--- src/rtl/montgomery_to_form_bs.sv ---
// -----------------------------------------------------------------------------
// montgomery_to_form_bs
//
// Bit-serial conversion of an integer x into Montgomery form
//    xm = x * 2^k mod m,  with k = modulus bit length (R = 2^k).
// The block sits directly upstream of the bit-serial Montgomery reduction
// stage: result_o / valid_o feed that stage's x_i / start_i, and m_i / m_bl_i
// are shared with it. Only shift, compare and subtract are used.
//
// Operation:
//   REDUCE : DATA_W cycles, MSB first, r = 2r + x[bit], conditional -m
//            -> leaves r = x mod m
//   SCALE  : k cycles, r = 2r, conditional -m
//            -> leaves r = x * 2^k mod m
//   DONE   : one cycle, valid_o pulses, result_o already holds r
//
// Handshake: start_i is sampled only in IDLE. Requests arriving while busy_o
// is high or in DONE are dropped, not queued. valid_o is a single-cycle
// pulse coinciding with the first cycle in which result_o shows the new
// value; result_o then holds until the next accepted start.
//
// Optional build macro MONT_FAST_REDUCE_EN: when x_i < m_i at the accepted
// start, the first REDUCE cycle loads r = x directly and SCALE follows,
// giving a latency of k+2 edges instead of DATA_W+k+1.
//
// Ports:
//   CLK_pci_sys_clk_p  in   clock, rising edge
//   rst_i              in   synchronous active-high reset
//   start_i            in   start request (sampled in IDLE only)
//   x_i     [DATA_W]   in   operand, any value
//   m_i     [DATA_W]   in   modulus, odd and >= 3 for a meaningful result
//   m_bl_i  [LEN_W]    in   k, modulus bit length, clamped to DATA_W
//   busy_o             out  conversion in progress (REDUCE or SCALE)
//   result_o[DATA_W]   out  x * 2^k mod m
//   valid_o            out  one-cycle pulse when result_o is updated
//   err_o              out  set with valid_o when m_i < 2, cleared on start
//   dbg_state_o [2]    out  current FSM state (0 IDLE,1 REDUCE,2 SCALE,3 DONE)
// -----------------------------------------------------------------------------

package params_pkg;
   localparam int DATA_LENGTH = 32;
endpackage

module montgomery_to_form_bs
   import params_pkg::*;
#(
   parameter int DATA_W = DATA_LENGTH,
   parameter int LEN_W  = DATA_LENGTH
) (
   input  logic              CLK_pci_sys_clk_p,
   input  logic              rst_i,
   input  logic              start_i,
   input  logic [DATA_W-1:0] x_i,
   input  logic [DATA_W-1:0] m_i,
   input  logic [LEN_W-1:0]  m_bl_i,
   output logic              busy_o,
   output logic [DATA_W-1:0] result_o,
   output logic              valid_o,
   output logic              err_o,
   output logic [1:0]        dbg_state_o
);

   // cnt must hold both DATA_W-1 (REDUCE) and k up to DATA_W (SCALE)
   localparam int CNT_W = $clog2(DATA_W + 1);
   // compare width for clamping m_bl_i, wide enough for either operand
   localparam int CMP_W = (LEN_W > CNT_W) ? LEN_W : CNT_W;

   typedef enum logic [1:0] {
      S_IDLE   = 2'd0,
      S_REDUCE = 2'd1,
      S_SCALE  = 2'd2,
      S_DONE   = 2'd3
   } state_t;

   state_t            state_q, state_d;
   logic [DATA_W:0]   r_q, r_d;
   logic [CNT_W-1:0]  cnt_q, cnt_d;
   logic [CNT_W-1:0]  k_q, k_d;
   logic [DATA_W-1:0] x_q, x_d;
   logic [DATA_W-1:0] m_q, m_d;
   logic [DATA_W-1:0] result_q, result_d;
   logic              err_q, err_d;
`ifdef MONT_FAST_REDUCE_EN
   logic              fast_q, fast_d;
`endif

   logic              m_bad;
   logic [CMP_W-1:0]  m_bl_ext;
   logic [CNT_W-1:0]  k_sel;
   logic              in_bit;
   logic [DATA_W:0]   shifted;
   logic [DATA_W:0]   stepped;

   assign m_bad    = (m_i < DATA_W'(2));
   assign m_bl_ext = CMP_W'(m_bl_i);
   assign k_sel    = (m_bl_ext >= CMP_W'(DATA_W)) ? CNT_W'(DATA_W) : CNT_W'(m_bl_ext);

   // Shared doubling step for REDUCE and SCALE. Because r < m before each
   // doubling, 2r+1 < 2m and one conditional subtract restores r < m.
   // The extra top bit of r absorbs the carry of the doubling.
   assign in_bit  = (state_q == S_REDUCE) ? x_q[DATA_W-1] : 1'b0;
   assign shifted = (r_q << 1) | {{DATA_W{1'b0}}, in_bit};
   assign stepped = (shifted >= {1'b0, m_q}) ? (shifted - {1'b0, m_q}) : shifted;

   // ---------------------------------------------------------------- state reg
   always_ff @(posedge CLK_pci_sys_clk_p) begin
      if (rst_i) begin
         state_q <= S_IDLE;
      end else begin
         state_q <= state_d;
      end
   end

   // ---------------------------------------------------------------- next state
   always_comb begin
      state_d = state_q;
      case (state_q)
         S_IDLE: begin
            if (start_i) begin
               state_d = m_bad ? S_DONE : S_REDUCE;
            end
         end
         S_REDUCE: begin
`ifdef MONT_FAST_REDUCE_EN
            if (fast_q || (cnt_q == '0)) begin
`else
            if (cnt_q == '0) begin
`endif
               state_d = (k_q == '0) ? S_DONE : S_SCALE;
            end
         end
         S_SCALE: begin
            if (cnt_q == CNT_W'(1)) begin
               state_d = S_DONE;
            end
         end
         S_DONE:  state_d = S_IDLE;
         default: state_d = S_IDLE;
      endcase
   end

   // ---------------------------------------------------------------- datapath
   always_comb begin
      r_d      = r_q;
      cnt_d    = cnt_q;
      k_d      = k_q;
      x_d      = x_q;
      m_d      = m_q;
      result_d = result_q;
      err_d    = err_q;
`ifdef MONT_FAST_REDUCE_EN
      fast_d   = fast_q;
`endif
      case (state_q)
         S_IDLE: begin
            if (start_i) begin
               x_d   = x_i;
               m_d   = m_i;
               k_d   = k_sel;
               r_d   = '0;
               cnt_d = CNT_W'(DATA_W - 1);
               err_d = m_bad;
`ifdef MONT_FAST_REDUCE_EN
               fast_d = (x_i < m_i);
`endif
            end
         end
         S_REDUCE: begin
`ifdef MONT_FAST_REDUCE_EN
            if (fast_q) begin
               // x already below m: it is its own residue
               r_d   = {1'b0, x_q};
               cnt_d = k_q;
            end else begin
`else
            begin
`endif
               r_d = stepped;
               x_d = x_q << 1;
               if (cnt_q == '0) begin
                  cnt_d = k_q;
               end else begin
                  cnt_d = cnt_q - CNT_W'(1);
               end
            end
         end
         S_SCALE: begin
            r_d   = stepped;
            cnt_d = cnt_q - CNT_W'(1);
         end
         default: ;
      endcase

      // result_o changes exactly on entry to DONE so that it lines up with
      // valid_o; on the error path r_d is zero, giving a zero result
      if (state_d == S_DONE) begin
         result_d = r_d[DATA_W-1:0];
      end
   end

   always_ff @(posedge CLK_pci_sys_clk_p) begin
      if (rst_i) begin
         r_q      <= '0;
         cnt_q    <= '0;
         k_q      <= '0;
         x_q      <= '0;
         m_q      <= '0;
         result_q <= '0;
         err_q    <= 1'b0;
`ifdef MONT_FAST_REDUCE_EN
         fast_q   <= 1'b0;
`endif
      end else begin
         r_q      <= r_d;
         cnt_q    <= cnt_d;
         k_q      <= k_d;
         x_q      <= x_d;
         m_q      <= m_d;
         result_q <= result_d;
         err_q    <= err_d;
`ifdef MONT_FAST_REDUCE_EN
         fast_q   <= fast_d;
`endif
      end
   end

   // ---------------------------------------------------------------- outputs
   always_comb begin
      busy_o      = (state_q == S_REDUCE) || (state_q == S_SCALE);
      valid_o     = (state_q == S_DONE);
      err_o       = err_q;
      result_o    = result_q;
      dbg_state_o = state_q;
   end

endmodule

--- config.mk ---
export PLATFORM = sky130hd
export DESIGN_NAME = montgomery_to_form_bs
export DESIGN_NICKNAME = d
export VERILOG_FILES = /design/src/rtl/montgomery_to_form_bs.sv
export SDC_FILE = /design/constraint.sdc
export NUM_CORES = 1
export LEC_CHECK = 0
export ABC_AREA = 1
export BUFFER_PORTS_ARGS = -buffer_cell sky130_fd_sc_hd__buf_2
export CAP_MARGIN = 10
export CORE_MARGIN = 2
export CORE_UTILIZATION = 55
export DETAILED_ROUTE_END_ITERATION = 16
export HOLD_SLACK_MARGIN = 0.02
export PLACE_DENSITY_LB_ADDON = 0.3
export SLEW_MARGIN = 20
export SYNTH_ARGS = -nofsm -noshare
export SYNTH_HDL_FRONTEND = slang
export SYNTH_SLANG_ARGS = --single-unit
export TNS_END_PERCENT = 30
--- constraint.sdc ---
create_clock -name CLK_pci_sys_clk_p -period 6.65 [get_ports CLK_pci_sys_clk_p]
set_input_delay 0.3325 -clock CLK_pci_sys_clk_p [delete_from_list [all_inputs] [get_ports CLK_pci_sys_clk_p]]
set_output_delay 0.3325 -clock CLK_pci_sys_clk_p [all_outputs]
set_load 0.02 [all_outputs]
# [After elaboration in Yosys (flattened, before gate mapping)]
# Index checks and enable logic that the tools add are counted.
[word_totals] regBits=143
[classes] bitwise_logic=1 n_mux=16 addsub=2 eq_ne=6 n_lt_le_gt_ge=3 n_reduce_logical=10
[op_table] operator="one-hot mux 32 bit (2 select lines)" count=2
[op_table] operator="2-to-1 mux 32 bit" count=3
[op_table] operator=">= comparator 33 x 32 -> 1 bit" count=1
[op_table] operator="OR 33 x 1 -> 33 bit" count=1
[op_table] operator=">= comparator 32 x 6 -> 1 bit, second input constant" count=1
[op_table] operator="less-than comparator 32 x 2 -> 1 bit, second input constant" count=1
[op_table] operator="subtractor 32 bit" count=1
[op_table] operator="2-to-1 mux 6 bit" count=3
[op_table] operator="one-hot mux 6 bit (3 select lines)" count=1
[op_table] operator="zero test 6 bit" count=2
[op_table] operator="2-to-1 mux 2 bit" count=4
[op_table] operator="one-hot mux 2 bit (4 select lines)" count=1
[op_table] operator="equality test 2 bit, second input constant" count=3
[op_table] operator="equality test 6 x 1 -> 1 bit, second input constant" count=1
[op_table] operator="AND reduction 2 bit" count=3
[op_table] operator="subtractor 6 x 1 -> 6 bit, second input constant" count=1
[op_table] operator="nonzero test 3 bit" count=1
[op_table] operator="equality test 2 x 1 -> 1 bit, second input constant" count=1
[op_table] operator="zero test 2 bit" count=1
[op_table] operator="2-to-1 mux 1 bit" count=2
[op_table] operator="inequality test 2 bit, second input constant" count=1
[op_table] operator="nonzero test 2 bit" count=1
[op_table] operator="OR reduction 2 bit" count=1
[op_table] operator="logical OR 1 bit" count=1

# [Logic depth before layout (Yosys ltp)]
[depth] word_depth=6 mapped_depth=21

# [Least setup slack after synthesis]
# OpenSTA, ideal clock, no wires.
[synth_timing] path_kind="flip-flop to flip-flop" from="register state_q[0] (netlist: dbg_state_o[0])" to="register result_q[24] (netlist: result_o[24])" path_buffers=1 arrival_ns=2.411 setup_time_ns=0.109 path_slack_ns=4.130 t_required_ns=6.541 stages_incl_launch_ff=20 path_cell_list="dfxtp_1 ha_1 buf_2 nand2_1 ha_1 fa_1 inv_1 nand3_1 nand3_1 nand2_1 nand2_1 nand2_1 nand3_1 nand2_1 nand2_1 nand2_1 nand3_1 nand3_1 nand2_1 inv_1"
[synth_between] elab_chain_cells=6 word_cells_on_any_way=16 classes_between="add/sub (1); order compare (1); eq/ne (4); mux (7); bitwise (1); reduce/logical (2)"
[synth_lines] item="from (decl)" line_no="75" text="state_t state_q, state_d;"
[synth_lines] item="from (signal assigned)" line_no="110" text="state_q <= state_d;"
[synth_lines] item="equality test 2 x 1 -> 1 bit" line_no="101, 117, 154"
[synth_lines] item="2-to-1 mux 1 bit" line_no="101" text="assign in_bit = (state_q == S_REDUCE) ? x_q[DATA_W-1] : 1'b0;"
[synth_lines] item="OR 33 x 1 -> 33 bit" line_no="102" text="assign shifted = (r_q << 1) | {{DATA_W{1'b0}}, in_bit};"
[synth_lines] item="subtractor 32 bit / >= comparator 33 x 32 -> 1 bit (equally long branches)" line_no="103" text="assign stepped = (shifted >= {1'b0, m_q}) ? (shifted - {1'b0, m_q}) : shifted;"
[synth_lines] item="2-to-1 mux 32 bit" line_no="103"
[synth_lines] item="one-hot mux 32 bit (2 select lines)" line_no="154" text="case (state_q)"
[synth_lines] item="to (signal assigned)" line_no="219" text="result_q <= result_d;"
[synth_lines] item="to (decl)" line_no="81" text="logic [DATA_W-1:0] result_q, result_d;"
# Several ways; a longest one is shown, not always the timed one.
# A chain may end at the register's enable or synchronous reset.

# [Final worst setup path]
[layout_timing] from="register state_q[0] (netlist: dbg_state_o[0])" to="register result_q[27] (netlist: result_o[27])"
# The elaborated chain is that of the path after synthesis.

==> insert_results.sql <==
INSERT INTO impl_metrics (metric_group, metric, value, unit) VALUES
('route', 'wl', '23.3', 'mm'),
('route', 'num_vias', '9024', ''),
('job', 'max_cap_violations', '0', ''),
('logic_synthesis', 'synth_top_area_share', '0.321', ''),
('sta', 'grt_setup_unrepaired', 'no', ''),
('logic_synthesis', 'post_synthesis_sequential_element_count', '143', ''),
('cts', 'post_cts.repair.setup_buffers', '0', ''),
('die', 'io_pins', '136', ''),
('cts', 'htree_levels', '4', ''),
('sta', 'skew', '0.00910', 'ns'),
('cts', 'clock_path_buffers', '2', ''),
('logic_synthesis', 'yosys.cell_count.top_type', 'nand2_1', ''),
('critical_path', 'crit_chain', 'inv_1 > ha_1 > nand2_4 > nor2_1 > nand2_1 > nor2_1 > nand4_1 > nand2_1 > nand3_2 > inv_2 > nand3_1 > nand2_1 > inv_1', ''),
('critical_path', 'cp.arrival', '4.26', 'ns'),
('sta', 'period_share', '0.590', ''),
('critical_path', 'crit_top_cell', 'nand2_1', ''),
('logic_synthesis', 'synth_top_family_by_area', 'simple AND/OR/NAND/NOR gates', ''),
('route', 'via_per_inst', '5.20', ''),
('global_routing', 'track_usage', '0.271', ''),
('global_routing', 'via_count_of_the_first_global_routing_pass', '8256', ''),
('sta', 'maxSlewViolCount', '0', ''),
('pwr', 'ir_drop_worst_vdd', '0.000275', 'V'),
('cts', 'cts-resized-gates', '0', ''),
('outcome', 'status', 'complete, no violations', ''),
('critical_path', 'worstSetupPathType', 'register to register', ''),
('logic_synthesis', 'synthSimpleGateAreaFrac', '0.328', ''),
('logic_synthesis', 'synth_compound_gate_area_share', '0.151', ''),
('route', 'detailroute.wirelength.met3', '1.49', 'mm'),
('die', 'floorplan.initialDensity', '0.561', ''),
('critical_path', 'critical_path.max_stage_delay', '0.83', 'ns'),
('sta', 'final-setup-viol-count', '0', ''),
('critical_path', 'reg2reg_slack', '2.72', 'ns'),
('critical_path', 'startpoint_type', 'register', ''),
('global_routing', 'grt_start_max_net_pins', '76', ''),
('worst_hold_path', 'hold_path_class', 'input port to register', ''),
('critical_path', 'critical_path_buf_inv_count', '3', ''),
('cts', 'cts-buffers-inserted', '17', ''),
('logic_synthesis', 'count_of_flip_flops_with_a_built_in_enable_after_synthesis', '0', ''),
('die', 'rows', '46', ''),
('logic_synthesis', 'syn-instance-count', '1407', ''),
('sta', 'layout_setup_ws', '2.72', 'ns'),
('layout', 'area_growth_syn_to_layout', '14.6', '%'),
('cts', 'tritoncts', 'done', ''),
('cts', 'cts_sinks', '143', ''),
('place', 'place_worst_setup_slack', '2.50', 'ns'),
('critical_path', 'critical_path.top_delay_family', 'simple AND/OR/NAND/NOR gates', ''),
('logic_synthesis', 'postSynth.topFlopCell', 'dfxtp_1', ''),
('route', 'met2RoutedLength', '10.8', 'mm'),
('global_routing', 'first_pass_grt_wire_length', '38.6', 'mm'),
('logic_synthesis', 'post-synth-top-area-cell', 'dfxtp_1', ''),
('die', 'die-area', '17200', 'µm²'),
('cts', 'cts.root.buffer_cell', 'clkbuf_16', ''),
('logic_synthesis', 'asyncSetResetFlopFracSynth', '0', ''),
('cts', 'worst_setup_hold_path_clk_slew', '0.06', 'ns'),
('logic_synthesis', 'adder_and_majority_cell_fraction_of_the_synthesized_area', '0.0570', ''),
('logic_synthesis', 'net_count_of_the_mapped_netlist', '1546', ''),
('logic_synthesis', 'yosys.cell_types.count', '37', ''),
('pwr', 'powerDensity', '511', 'nW/µm²'),
('sta', 'relSlewSlack', '0.304', ''),
('route', 'routedLengthMet1', '10.5', 'mm'),
('logic_synthesis', 'ys_top_cells_by_count', '426 x nand2_1, 226 x inv_1, 143 x dfxtp_1, 129 x a21oi_1, 84 x nand3_1', ''),
('layout', 'antenna-diode-count', '0', ''),
('route', 'initialDrtViolationCount', '576', ''),
('layout', 'fraction_of_final_layout_cells_with_drive_strength_greater_than_1', '0.131', ''),
('die', 'dieHeight', '131', 'µm'),
('route', 'drc', '0', ''),
('critical_path', 'cp_max_fo', '70', ''),
('route', 'firstDrtPassIters', '5', ''),
('place', 'place_congestion', '0.944', ''),
('pwr', 'power_leakage', '5.13', 'nW'),
('logic_synthesis', 'post_synth_xor_area_fraction', '0.0177', '');
-- cells in the final DEF (no fill, tap or decap), types with 6 or more instances in the layout --
master | netlist | layout
inv_1 | 226 | 225
nor2_2 | 6 | 7
o21ai_0 | 78 | 78
a21oi_1 | 129 | 129
nand2_1 | 426 | 426
nand3_1 | 84 | 84
a31oi_1 | 33 | 33
ha_1 | 39 | 39
xnor2_1 | 14 | 14
nor3_1 | 10 | 10
clkbuf_16 | 0 | 17
nand4_1 | 7 | 7
a211oi_1 | 6 | 6
nor2_1 | 65 | 64
buf_2 | 13 | 135
dfxtp_1 | 143 | 143
nor4_1 | 7 | 7
nand3b_1 | 40 | 40
-- per-stage QoR --
step	util	instances	total power, W	hold WS [ns]	cell area [µm²]
finish	0.643	1737	0.00522	0.137	10200
global route	0.643	1737	0.00572	0.146	10200
CTS	0.643	1737	0.00521	0.119	10200
detailed placement	0.607	1705	0.00425	0.451	9640
global placement	0.607	1705	0.00422	0.447	9640
floorplan	-	1407	0.00364	0.433	8910
-- worst min-delay path, stage by stage --
cell,delay [ns]
buf_2,0.10
nand2_1,0.05
a21oi_1,0.05
-- state kept, by name (all words and copies together) (netlist names) --
register and flops:
k_q 6, dbg_state_o 2, result_o 32, x_q 32, m_q 32, cnt_q 6, r_q 32, err_o 1
-- power by group --
part           switching (W)  leakage [nW]  internal [W]
clock network       0.000406         0.277      0.000531
logic                0.00209          3.68       0.00106
registers           0.000105          1.17       0.00102
total                0.00260          5.13       0.00261
-- routing by layer --
| layer | up-vias | global-route usage |
|---|---|---|
| li1 | 4681 | - |
| met4 | 0 | 0.0978 |
| met5 | - | 0 |
| met1 | 4027 | 0.341 |
| met3 | 47 | 0.0637 |
| met2 | 269 | 0.455 |
-- cell families (layout without fill, tap and decap cells) --
family                     after synthesis  in the layout
DFF                                    143            143
xor gates and xnor gates                18             18
AOI/OAI and AO/OA                      251            251
adders and majority gates               40             40
and+or+nand+nor                        668            668
buffers and inverters                  287            401
-- layout make-up --
cell class | instances | area, µm²
inverter | 229 | 860
timing repair buffer | 140 | 713
multi-input combinational | 977 | 4940
fill | 1552 | 5670
clock buffer | 19 | 443
tap | 216 | 270
sequential | 143 | 2860
clock inverter | 13 | 128
-- final timing paths --
kind,startpoint,to,depth (start not counted)
worst max-delay path,dbg_state_o[0],result_o[27],13
worst min-delay path,m_bl_i[4],k_q[4],3
worst max register to register,dbg_state_o[0],result_o[27],13
worst min register to register,m_q[7],m_q[7],2
Note: power is estimated with default switching activity, not from simulation.
